--- config.mk ---
export PLATFORM = sky130hd
export DESIGN_NAME = keys_irq_servicer_flat
export DESIGN_NICKNAME = d
export VERILOG_FILES = /design/src/rtl/keys_pkg.sv /design/src/rtl/keys_irq_servicer_if.sv /design/src/rtl/keys_avm_rd.sv /design/src/rtl/keys_irq_servicer.sv /design/src/flat_wrapper.sv
export SDC_FILE = /design/constraint.sdc
export NUM_CORES = 1
export LEC_CHECK = 0
export BUFFER_PORTS_ARGS = -buffer_cell sky130_fd_sc_hd__buf_2
export CAP_MARGIN = 20
export CELL_PAD_IN_SITES_DETAIL_PLACEMENT = 1
export CELL_PAD_IN_SITES_GLOBAL_PLACEMENT = 1
export CORE_UTILIZATION = 33
export CTS_BUF_LIST = sky130_fd_sc_hd__clkbuf_16
export DETAILED_ROUTE_END_ITERATION = 8
export PLACE_DENSITY = 0.76
export SKIP_CTS_REPAIR_TIMING = 1
export SYNTH_ARGS = -nofsm -noshare
export SYNTH_HDL_FRONTEND = slang
export SYNTH_SLANG_ARGS = --single-unit
--- constraint.sdc ---
create_clock -name clk -period 1.5 [get_ports clk]
set_input_delay 0.075 -clock clk [delete_from_list [all_inputs] [get_ports clk]]
set_output_delay 0.075 -clock clk [all_outputs]
set_load 0.1 [all_outputs]
--- src/rtl/keys_pkg.sv ---
// Shared definitions for the keys PIO interrupt servicer: register map,
// default key count and the servicer state encoding.
package keys_pkg;

    // Default number of keys on the PIO in_port
    localparam int KEYS_W = 3;

    // PIO register word offsets
    localparam logic [1:0] KEYS_ADDR_DATA = 2'd0;
    localparam logic [1:0] KEYS_ADDR_MASK = 2'd2;
    localparam logic [1:0] KEYS_ADDR_EDGE = 2'd3;

    typedef enum logic [3:0] {
        ST_INIT,
        ST_IDLE,
        ST_WR_MASK,
        ST_RD_CAP,
        ST_CAP_WAIT,
        ST_WR_CLR,
        ST_RD_LVL,
        ST_LVL_WAIT,
        ST_PUSH
    } state_t;

endpackage

--- src/rtl/keys_irq_servicer_if.sv ---
// Avalon-MM link between the servicer (master) and the keys PIO (slave),
// including the PIO's level-sensitive interrupt line.
interface keys_irq_servicer_if;

    logic [1:0]  avm_address;
    logic        avm_chipselect;
    logic        avm_write_n;
    logic [31:0] avm_writedata;
    logic [31:0] avm_readdata;
    logic        irq_in;

    modport master (
        output avm_address, avm_chipselect, avm_write_n, avm_writedata,
        input  avm_readdata, irq_in
    );

    modport slave (
        input  avm_address, avm_chipselect, avm_write_n, avm_writedata,
        output avm_readdata, irq_in
    );

endinterface

--- src/rtl/keys_avm_rd.sv ---
// One-shot read sequencer shared by the edge_capture and data reads.
// A start pulse latches the address and counts READ_LATENCY cycles; done
// is high in the cycle whose readdata must be sampled.
module keys_avm_rd
    import keys_pkg::*;
#(
    parameter int W            = KEYS_W,
    parameter int READ_LATENCY = 1
) (
    input  logic          clk,
    input  logic          reset,
    input  logic          start,
    input  logic [1:0]    addr,
    input  logic [31:0]   readdata,
    output logic          done,
    output logic [1:0]    addr_q,
    output logic [W-1:0]  data
);

    localparam int CW = $clog2(READ_LATENCY + 1);

    logic [CW-1:0] cnt;
    logic          active;
    logic          unused_hi;

    // Arm on start, then count down the read latency to the sample cycle
    always_ff @(posedge clk or posedge reset) begin
        if (reset) begin
            active <= 1'b0;
            cnt    <= '0;
            addr_q <= '0;
        end else if (start) begin
            active <= 1'b1;
            cnt    <= CW'(READ_LATENCY);
            addr_q <= addr;
        end else if (active) begin
            if (cnt == CW'(1)) begin
                active <= 1'b0;
            end
            cnt <= cnt - CW'(1);
        end
    end

    assign done      = active && (cnt == CW'(1));
    assign data      = readdata[W-1:0];
    assign unused_hi = ^readdata[31:W];

endmodule

--- src/rtl/keys_irq_servicer.sv ---
// Services the keys PIO: programs irq_mask after reset, and on each
// interrupt reads and clears edge_capture, reads the key level and
// presents one event on a valid/ready stream.
module keys_irq_servicer
    import keys_pkg::*;
#(
    parameter int             W            = KEYS_W,
    parameter logic [W-1:0]   INIT_MASK    = '1,
    parameter int             READ_LATENCY = 1,
    parameter int             CNT_W        = 16
) (
    input  logic                 clk,
    input  logic                 reset,
    keys_irq_servicer_if.master  bus,
    input  logic [W-1:0]         mask_wdata,
    input  logic                 mask_load,
    output logic                 evt_valid,
    input  logic                 evt_ready,
    output logic [W-1:0]         evt_capture,
    output logic [W-1:0]         evt_level,
    output logic [CNT_W-1:0]     evt_count,
    output logic                 busy
);

    state_t         state;
    logic           mask_pend;
    logic [W-1:0]   mask_val;
    logic [W-1:0]   cap_reg;
    logic           rd_start;
    logic           rd_done;
    logic [1:0]     rd_addr;
    logic [W-1:0]   rd_data;

    assign rd_start = (state == ST_RD_CAP) || (state == ST_RD_LVL);

    keys_avm_rd #(
        .W            (W),
        .READ_LATENCY (READ_LATENCY)
    ) u_rd (
        .clk      (clk),
        .reset    (reset),
        .start    (rd_start),
        .addr     (bus.avm_address),
        .readdata (bus.avm_readdata),
        .done     (rd_done),
        .addr_q   (rd_addr),
        .data     (rd_data)
    );

    // Keep the edge_capture word; the level word goes straight to evt_level
    always_ff @(posedge clk or posedge reset) begin
        if (reset) begin
            cap_reg <= '0;
        end else if (rd_done && rd_addr == KEYS_ADDR_EDGE) begin
            cap_reg <= rd_data;
        end
    end

    // Servicer FSM; bus and stream outputs are registered on state entry
    always_ff @(posedge clk or posedge reset) begin
        if (reset) begin
            state              <= ST_INIT;
            bus.avm_chipselect <= 1'b0;
            bus.avm_write_n    <= 1'b1;
            bus.avm_address    <= KEYS_ADDR_DATA;
            bus.avm_writedata  <= '0;
            busy               <= 1'b1;
            mask_pend          <= 1'b0;
            mask_val           <= '0;
            evt_valid          <= 1'b0;
            evt_capture        <= '0;
            evt_level          <= '0;
            evt_count          <= '0;
        end else begin
            // NOTE: later non-blocking writes to mask_pend below override this set, so each clear is guarded by !mask_load.
            if (mask_load) begin
                mask_pend <= 1'b1;
                mask_val  <= mask_wdata;
            end
            case (state)
                ST_INIT: begin
                    // NOTE: outputs are registered, so the first cycle after reset is bus-idle and the mask write follows it.
                    if (!bus.avm_chipselect) begin
                        bus.avm_chipselect <= 1'b1;
                        bus.avm_write_n    <= 1'b0;
                        bus.avm_address    <= KEYS_ADDR_MASK;
                        bus.avm_writedata  <= 32'(INIT_MASK);
                    end else begin
                        state              <= ST_IDLE;
                        bus.avm_chipselect <= 1'b0;
                        bus.avm_write_n    <= 1'b1;
                        bus.avm_address    <= KEYS_ADDR_DATA;
                        bus.avm_writedata  <= '0;
                        busy               <= 1'b0;
                    end
                end
                ST_IDLE: begin
                    // A load arriving this very cycle counts as pending and its value is written
                    if (mask_pend || mask_load) begin
                        state              <= ST_WR_MASK;
                        bus.avm_chipselect <= 1'b1;
                        bus.avm_write_n    <= 1'b0;
                        bus.avm_address    <= KEYS_ADDR_MASK;
                        bus.avm_writedata  <= 32'(mask_load ? mask_wdata : mask_val);
                        busy               <= 1'b1;
                    end else if (bus.irq_in) begin
                        state              <= ST_RD_CAP;
                        bus.avm_chipselect <= 1'b1;
                        bus.avm_write_n    <= 1'b1;
                        bus.avm_address    <= KEYS_ADDR_EDGE;
                        busy               <= 1'b1;
                    end
                end
                ST_WR_MASK: begin
                    if (!mask_load) begin
                        mask_pend <= 1'b0;
                    end
                    state              <= ST_IDLE;
                    bus.avm_chipselect <= 1'b0;
                    bus.avm_write_n    <= 1'b1;
                    bus.avm_address    <= KEYS_ADDR_DATA;
                    bus.avm_writedata  <= '0;
                    busy               <= 1'b0;
                end
                ST_RD_CAP: begin
                    state <= ST_CAP_WAIT;
                end
                ST_CAP_WAIT: begin
                    if (rd_done) begin
                        state             <= ST_WR_CLR;
                        bus.avm_write_n   <= 1'b0;
                        bus.avm_writedata <= 32'(rd_data);
                    end
                end
                ST_WR_CLR: begin
                    state             <= ST_RD_LVL;
                    bus.avm_write_n   <= 1'b1;
                    bus.avm_address   <= KEYS_ADDR_DATA;
                    bus.avm_writedata <= '0;
                end
                ST_RD_LVL: begin
                    state <= ST_LVL_WAIT;
                end
                ST_LVL_WAIT: begin
                    if (rd_done) begin
                        bus.avm_chipselect <= 1'b0;
                        bus.avm_address    <= KEYS_ADDR_DATA;
                        if (cap_reg != '0) begin
                            state       <= ST_PUSH;
                            evt_valid   <= 1'b1;
                            evt_capture <= cap_reg;
                            evt_level   <= rd_data;
                        end else begin
                            // Spurious interrupt: nothing captured, no event
                            state <= ST_IDLE;
                            busy  <= 1'b0;
                        end
                    end
                end
                ST_PUSH: begin
                    if (evt_ready) begin
                        state     <= ST_IDLE;
                        evt_valid <= 1'b0;
                        evt_count <= evt_count + CNT_W'(1);
                        busy      <= 1'b0;
                    end
                end
                default: begin
                    state <= ST_INIT;
                end
            endcase
        end
    end

endmodule

--- src/flat_wrapper.sv ---
// flat-port wrapper written by rule: the top's interface ports become plain ports
module keys_irq_servicer_flat import keys_pkg::*;
#(
    parameter int             W            = KEYS_W,
    parameter logic [W-1:0]   INIT_MASK    = '1,
    parameter int             READ_LATENCY = 1,
    parameter int             CNT_W        = 16
)
  (clk, reset, mask_wdata, mask_load, evt_valid, evt_ready, evt_capture, evt_level, evt_count, busy, bus_avm_address, bus_avm_chipselect, bus_avm_write_n, bus_avm_writedata, bus_avm_readdata, bus_irq_in);
  keys_irq_servicer_if bus_i ();
  input  logic clk;
  input  logic reset;
  input  logic [W-1:0] mask_wdata;
  input  logic mask_load;
  output logic evt_valid;
  input  logic evt_ready;
  output logic [W-1:0] evt_capture;
  output logic [W-1:0] evt_level;
  output logic [CNT_W-1:0] evt_count;
  output logic busy;
  output wire logic [$bits(bus_i.avm_address)-1:0] bus_avm_address;
  output wire logic [$bits(bus_i.avm_chipselect)-1:0] bus_avm_chipselect;
  output wire logic [$bits(bus_i.avm_write_n)-1:0] bus_avm_write_n;
  output wire logic [$bits(bus_i.avm_writedata)-1:0] bus_avm_writedata;
  input wire logic [$bits(bus_i.avm_readdata)-1:0] bus_avm_readdata;
  input wire logic [$bits(bus_i.irq_in)-1:0] bus_irq_in;
  assign bus_avm_address = bus_i.avm_address;
  assign bus_avm_chipselect = bus_i.avm_chipselect;
  assign bus_avm_write_n = bus_i.avm_write_n;
  assign bus_avm_writedata = bus_i.avm_writedata;
  assign bus_i.avm_readdata = bus_avm_readdata;
  assign bus_i.irq_in = bus_irq_in;
  keys_irq_servicer #(.W(W), .INIT_MASK(INIT_MASK), .READ_LATENCY(READ_LATENCY), .CNT_W(CNT_W)) u_core (.clk(clk), .reset(reset), .bus(bus_i), .mask_wdata(mask_wdata), .mask_load(mask_load), .evt_valid(evt_valid), .evt_ready(evt_ready), .evt_capture(evt_capture), .evt_level(evt_level), .evt_count(evt_count), .busy(busy));
endmodule
==> flow_summary.ini, run 1 <==
[place]
io_buffers = 41
dp_hpwl_um = 4410
gp_congestion = 0.829

[clock_network]
cts_tree = yes
cts_buffer_depth = 2
clock_latency_ps = 290
cts-htree-levels = 2
cts_root_buffer = clkbuf_16
cts_sinks = 46
clkSlewWorstSetupHoldPaths_ps = 70
cts_buffers = 5

[grt]
antenna_found_initial = 0
grt_usage = 0.164
grt_pass1_wl_um = 9640
grt_pass1_vias = 1913
gr-total-overflow = 0
grt_max_degree = 20

[routing]
first_pass_iters = 4
wire_per_inst_um = 16.1
drt.antenna.violating_nets = 0
initialDrtViolationCount = 72
via_count = 1921
viasPerCell = 4.66
drc = 0
routed_wl_um = 6650

[worst_setup_path]
cp_top_family = simple AND/OR/NAND/NOR gates
cp-start-kind = register
worstPathCellList = nand4b_1, nor3b_4, buf_4, mux2_4
cpMaxStageDelayCell = dfrtp_1
path_buf_inv = 1
arrival_ps = 1870
cp.required_ps = 1670
cpPeakStageDelay_ps = 420
worstSetupPathType = reg2reg
end_kind = register
path_max_fanout = 3

[pwr]
p_per_area_nw_per_um2 = 2120
leakage_uw = 0.00164
ir_drop_v = 0.00139
power_uw = 7170

[final_layout]
num-fill-cells = 823
nets = 353
largest_reg_flops = 16
antenna-diode-count = 0
top_register = u_core.evt_count
area_growth_pct = 36.9
layout-drive-gt1-share = 0.502
reg_top3 = u_core.evt_count: 16 flops, u_core.state: 4 flops

[timing]
fin_crit_ps = 1690
timing.final.ws_setup_ps = -194
setup_viol = 24
fin_skew_ps = 6.05
timing.hold.ws_ps = 63.2
post-route-period-util = 1.13
hold_viol = 0
slew_violations = 0
rsz0062_at_grt = true
setup_tns_ps = -2760
fmax_ghz = 0.590

[flow_run]
drv_cap = 0

[die]
die_area_um2 = 7840
die_x_um = 88.6
coreArea_um2 = 7250
rows = 31
initial_utilization = 0.341
die_h_um = 88.6
io_pins = 100

[synth]
yosysWarningCount = 0
ys_ff_latch = 46
syn_area_um2 = 2470
ys_seq_area_frac = 0.467
synth_ff_type = dfrtp_1
syn_avg_cell_area_um2 = 11.0
synth_cells = 225
ys_types = 51
synthArstFlopShare = 1.00
synth_enable_flop_cells = 0

[worst_hold_path]
hp-class = in2reg

[run_status]
run_status = finished, violations left
violations = setup timing
report_power, final:
group	total [uW]	switching, uW	internal (uW)
sequential	1810	228	1580
combinational	4110	2860	1260
clock	1250	469	780
final cells by class:
class,instances,area [um2],area share
tap,99,124,0.0366
clock inverter,3,40.0,0.0118
timing repair buffer,88,594,0.176
clock buffer,5,125,0.0370
multi-input combinational,163,1270,0.374
sequential,46,1200,0.355
inverter,8,33.8,0.00998
worst paths after layout:
check	startpoint	endpoint	slack [ps]	depth (start not counted)
setup / recovery	u_core.state[3]	u_core.evt_capture[1]	-190	4
hold / removal	bus_avm_readdata[1]	u_core.evt_level[1]	60	2
setup reg to reg	u_core.state[3]	u_core.evt_capture[1]	-190	4
hold reg to reg	u_core.evt_count[15]	u_core.evt_count[15]	470	1
max in group asynchronous	reset	u_core.busy	620	4
min in group asynchronous	reset	u_core.evt_count[6]	270	3
through the flow:
step	setup WS (ps)	area (um2)	instances	utilization
floorplan	-95.7	2660	253	-
global placement	-187	2980	391	0.410
detailed placement	-205	2980	391	0.410
CTS	-233	3140	399	0.433
global route	-258	3390	412	0.467
finish	-194	3390	412	0.467
cells by family after synthesis:
kind of cell,after synthesis,share of synthesized area
flip-flops,46,0.467
multiplexers,23,0.102
other,1,0.00152
XOR/XNOR,18,0.0668
AO/OA/AOI/OAI,28,0.0800
adder cells (fa/ha/maj),2,0.00911
AND/OR/NAND/NOR,63,0.157
buffers and inverters,44,0.116
synthesized netlist by cell type, types with 5 or more instances:
| cell | number | area (um2) |
|---|---|---|
| dfrtp_1 | 44 | 1100 |
| mux2i_1 | 5 | 50.1 |
| nand2_1 | 11 | 41.3 |
| mux2_2 | 17 | 191 |
| nor2_1 | 8 | 30.0 |
| nor2b_1 | 5 | 31.3 |
| xor2_1 | 6 | 52.6 |
| nand4_1 | 8 | 50.1 |
| buf_4 | 31 | 233 |
| xnor2_1 | 11 | 96.3 |
| and3_1 | 8 | 50.1 |
| nand3_1 | 6 | 30.0 |
| inv_1 | 8 | 30.0 |
placed cells by master (no fill, tap or decap), drive strengths merged, types with 3 or more instances in the layout:
| master | instances |
|---|---|
| a22o | 3 |
| conb | 29 |
| xnor2 | 11 |
| inv | 7 |
| and3 | 9 |
| dfrtp | 44 |
| mux2 | 18 |
| xor2 | 7 |
| nor3 | 3 |
| nand4 | 8 |
| nor2 | 8 |
| clkbuf | 5 |
| o21ai | 6 |
| nand3 | 7 |
| buf | 87 |
| a21oi | 4 |
| nand2 | 11 |
| mux2i | 5 |
| nor2b | 5 |
per-layer routing:
layer | vias up | GRT usage | wire length [um]
met5 | - | 0 | 0
met4 | 0 | 0.0528 | 164
met3 | 10 | 0.0317 | 200
met2 | 50 | 0.280 | 3330
met1 | 965 | 0.208 | 2960
li1 | 896 | - | -
Note: power is estimated with default switching activity, not from simulation.
==> inputs of run 2 (changes only) <==
BUFFER_PORTS_ARGS = default   (was -buffer_cell sky130_fd_sc_hd__buf_2)
CORE_UTILIZATION = 43   (was 33)
DONT_BUFFER_PORTS = 1   (was default)
PLACE_DENSITY = 0.75   (was 0.76)
==> run 2 against run 1 <==
  * The flow still finishes with violations (setup timing)
  * Core utilization is 17 points higher
  * Clock skew is 3.3 ps higher
  * Critical endpoint is now u_core.busy
  * Critical path type unchanged
  * Global-route usage is 5.9 points higher
  * Cell count is 8.3% lower
  * Die area is 23% lower
  * Largest power group unchanged
  * Hold slack better by 64 ps
  * Worst setup slack worse by 88 ps
  * First-iteration DRC count is 72% higher
  * Sequential share of layout area is 1.4 points lower
==> flow_summary.ini, run 2 (same netlist as run 1, synthesis figures left out) <==
[worst_hold_path]
hold-path-cell-count = 3
hp-class = in2reg
holdCritStartpoint = bus_avm_readdata[1]
min_to = u_core.bus.avm_writedata[1]

[worst_setup_path]
cpMaxStageDelayCell = dfrtp_2
worstSetupPathType = reg2reg
cp_top_family = simple AND/OR/NAND/NOR gates
end_kind = register
cp-start-kind = register
path_max_fanout = 5
arrival_ps = 2000
reg2reg_from = u_core.state[1]
worstPathCellList = or3_4, a211o_1, nand4_1, mux2_4
reg2regPathDepth = 4
cp.required_ps = 1720
timing.rr.end = u_core.busy
path_buf_inv = 0
cpPeakStageDelay_ps = 470
ff2ff_setup_slack_ps = -280

[timing]
rsz0062_at_grt = true
slew_violations = 0
timing.final.ws_setup_ps = -282
worst_slew_pin_slew_ps = 581
slew_headroom = 0.613
fin_crit_ps = 1780
fmax_ghz = 0.561
timing.hold.ws_ps = 127
post-route-period-util = 1.19
hold_viol = 0
fin_skew_ps = 9.40
setup_viol = 31

[pwr]
leakage_uw = 0.00166
ir_drop_v = 0.00132
p_per_area_nw_per_um2 = 2120
power_uw = 7490

[final_layout]
layout-drive-gt1-share = 0.508
stdcell_count = 378
num-fill-cells = 571
final_cell_mix = 63 x buf_4, 29 x conb_1, 25 x dfrtp_1
area_growth_pct = 42.9
top_register = u_core.evt_count
layout_commonest_cell = buf_4
reg_top3 = u_core.evt_count: 16 flops, u_core.state: 4 flops
largest_reg_flops = 16
final_core_util = 0.638
nets = 345
final_cell_area_um2 = 3530

[place]
gp_congestion = 0.836
detailed_place.area_um2 = 2950
dp_cells = 350
io_buffers = 0
dp_hpwl_um = 4440

[clock_network]
cts-htree-levels = 2
clkSlewWorstSetupHoldPaths_ps = 70
cts_sinks = 46
clock_latency_ps = 290
cts_buffer_depth = 2
cts_root_buffer = clkbuf_16
cts_tree = yes
cts_buffers = 5

[die]
rows = 27
coreArea_um2 = 5540
die_h_um = 77.8
die_area_um2 = 6060
io_pins = 100
die_x_um = 77.8
initial_utilization = 0.446

[grt]
grt_max_degree = 47
antenna_found_initial = 0
grt_usage = 0.223
grt_pass1_wl_um = 10200
gr-total-overflow = 0
grt_pass1_vias = 1941

[routing]
wire_per_inst_um = 20.7
viasPerCell = 5.34
initialDrtViolationCount = 124
drc = 0
via_count = 2018
drt.antenna.violating_nets = 0
routed_wl_um = 7840
first_pass_iters = 4

[flow_run]
drv_cap = 0

[run_status]
violations = setup timing
run_status = finished, violations left
run 2: changes by cell type in the layout (fill, tap and decap cells not counted), moves of 2 or more:
cell and delta:
buf_4 +25, dlygate4sd3_1 +9, buf_2 -41, nand3_2 +2, nand2_1 -2, xor2_2 +3
nand3_1 -4, xor2_1 -3, nand3_4 +2, buf_6 -2
run 2: routing by layer:
layer	vias to the layer above	GRT usage	part of all wire
li1	877	-	-
met1	1025	0.273	0.41
met2	97	0.384	0.52
met3	19	0.0471	0.047
met4	0	0.0792	0.027
met5	-	0	0
run 2: worst max path at each step:
stage | start | endpoint | slack (ps) | cells after the start
2_1_floorplan | u_core.state[0] | u_core.busy | -100 | 5
3_3_place_gp | u_core.state[0] | u_core.busy | -150 | 5
3_5_place_dp | u_core.state[0] | u_core.bus.avm_chipselect | -270 | 4
4_1_cts | u_core.state[0] | u_core.bus.avm_address[1] | -360 | 4
5_1_grt | u_core.state[1] | u_core.busy | -280 | 4
6_report | u_core.state[1] | u_core.busy | -280 | 4
run 2: area by class of cell:
class / count / area (um2) / share of cell area
Clock inverter: 3 / 17.5 / 0.00496
Inverter: 8 / 33.8 / 0.00956
Clock buffer: 5 / 125 / 0.0354
Tap cell: 72 / 90.1 / 0.0255
Sequential cell: 46 / 1200 / 0.340
Timing Repair Buffer: 80 / 664 / 0.188
Multi-Input combinational cell: 163 / 1400 / 0.396
Antenna cell: 1 / 2.50 / 0.000708
run 2: power breakdown:
part / switching [uW] / total (uW) / internal, uW
clock: 485 / 1100 / 612
combinational: 3010 / 4520 / 1510
sequential: 295 / 1880 / 1580
total: 3790 / 7490 / 3700
run 2: metrics by stage:
stage	TNS (ps)	setup WS (ps)
2_1_floorplan	-699	-95.7
3_3_place_gp	-1440	-151
3_5_place_dp	-3410	-271
4_1_cts	-4640	-364
5_1_grt	-4880	-279
6_report	-3320	-282
run 2: worst reg2reg max path: cells and delay by family (launching register included):
kind / cells / cell delay [ps]
AND/OR/NAND/NOR: 2 / 600
AO/OA/AOI/OAI: 1 / 340
multiplexers: 1 / 310
flip-flops: 1 / 470
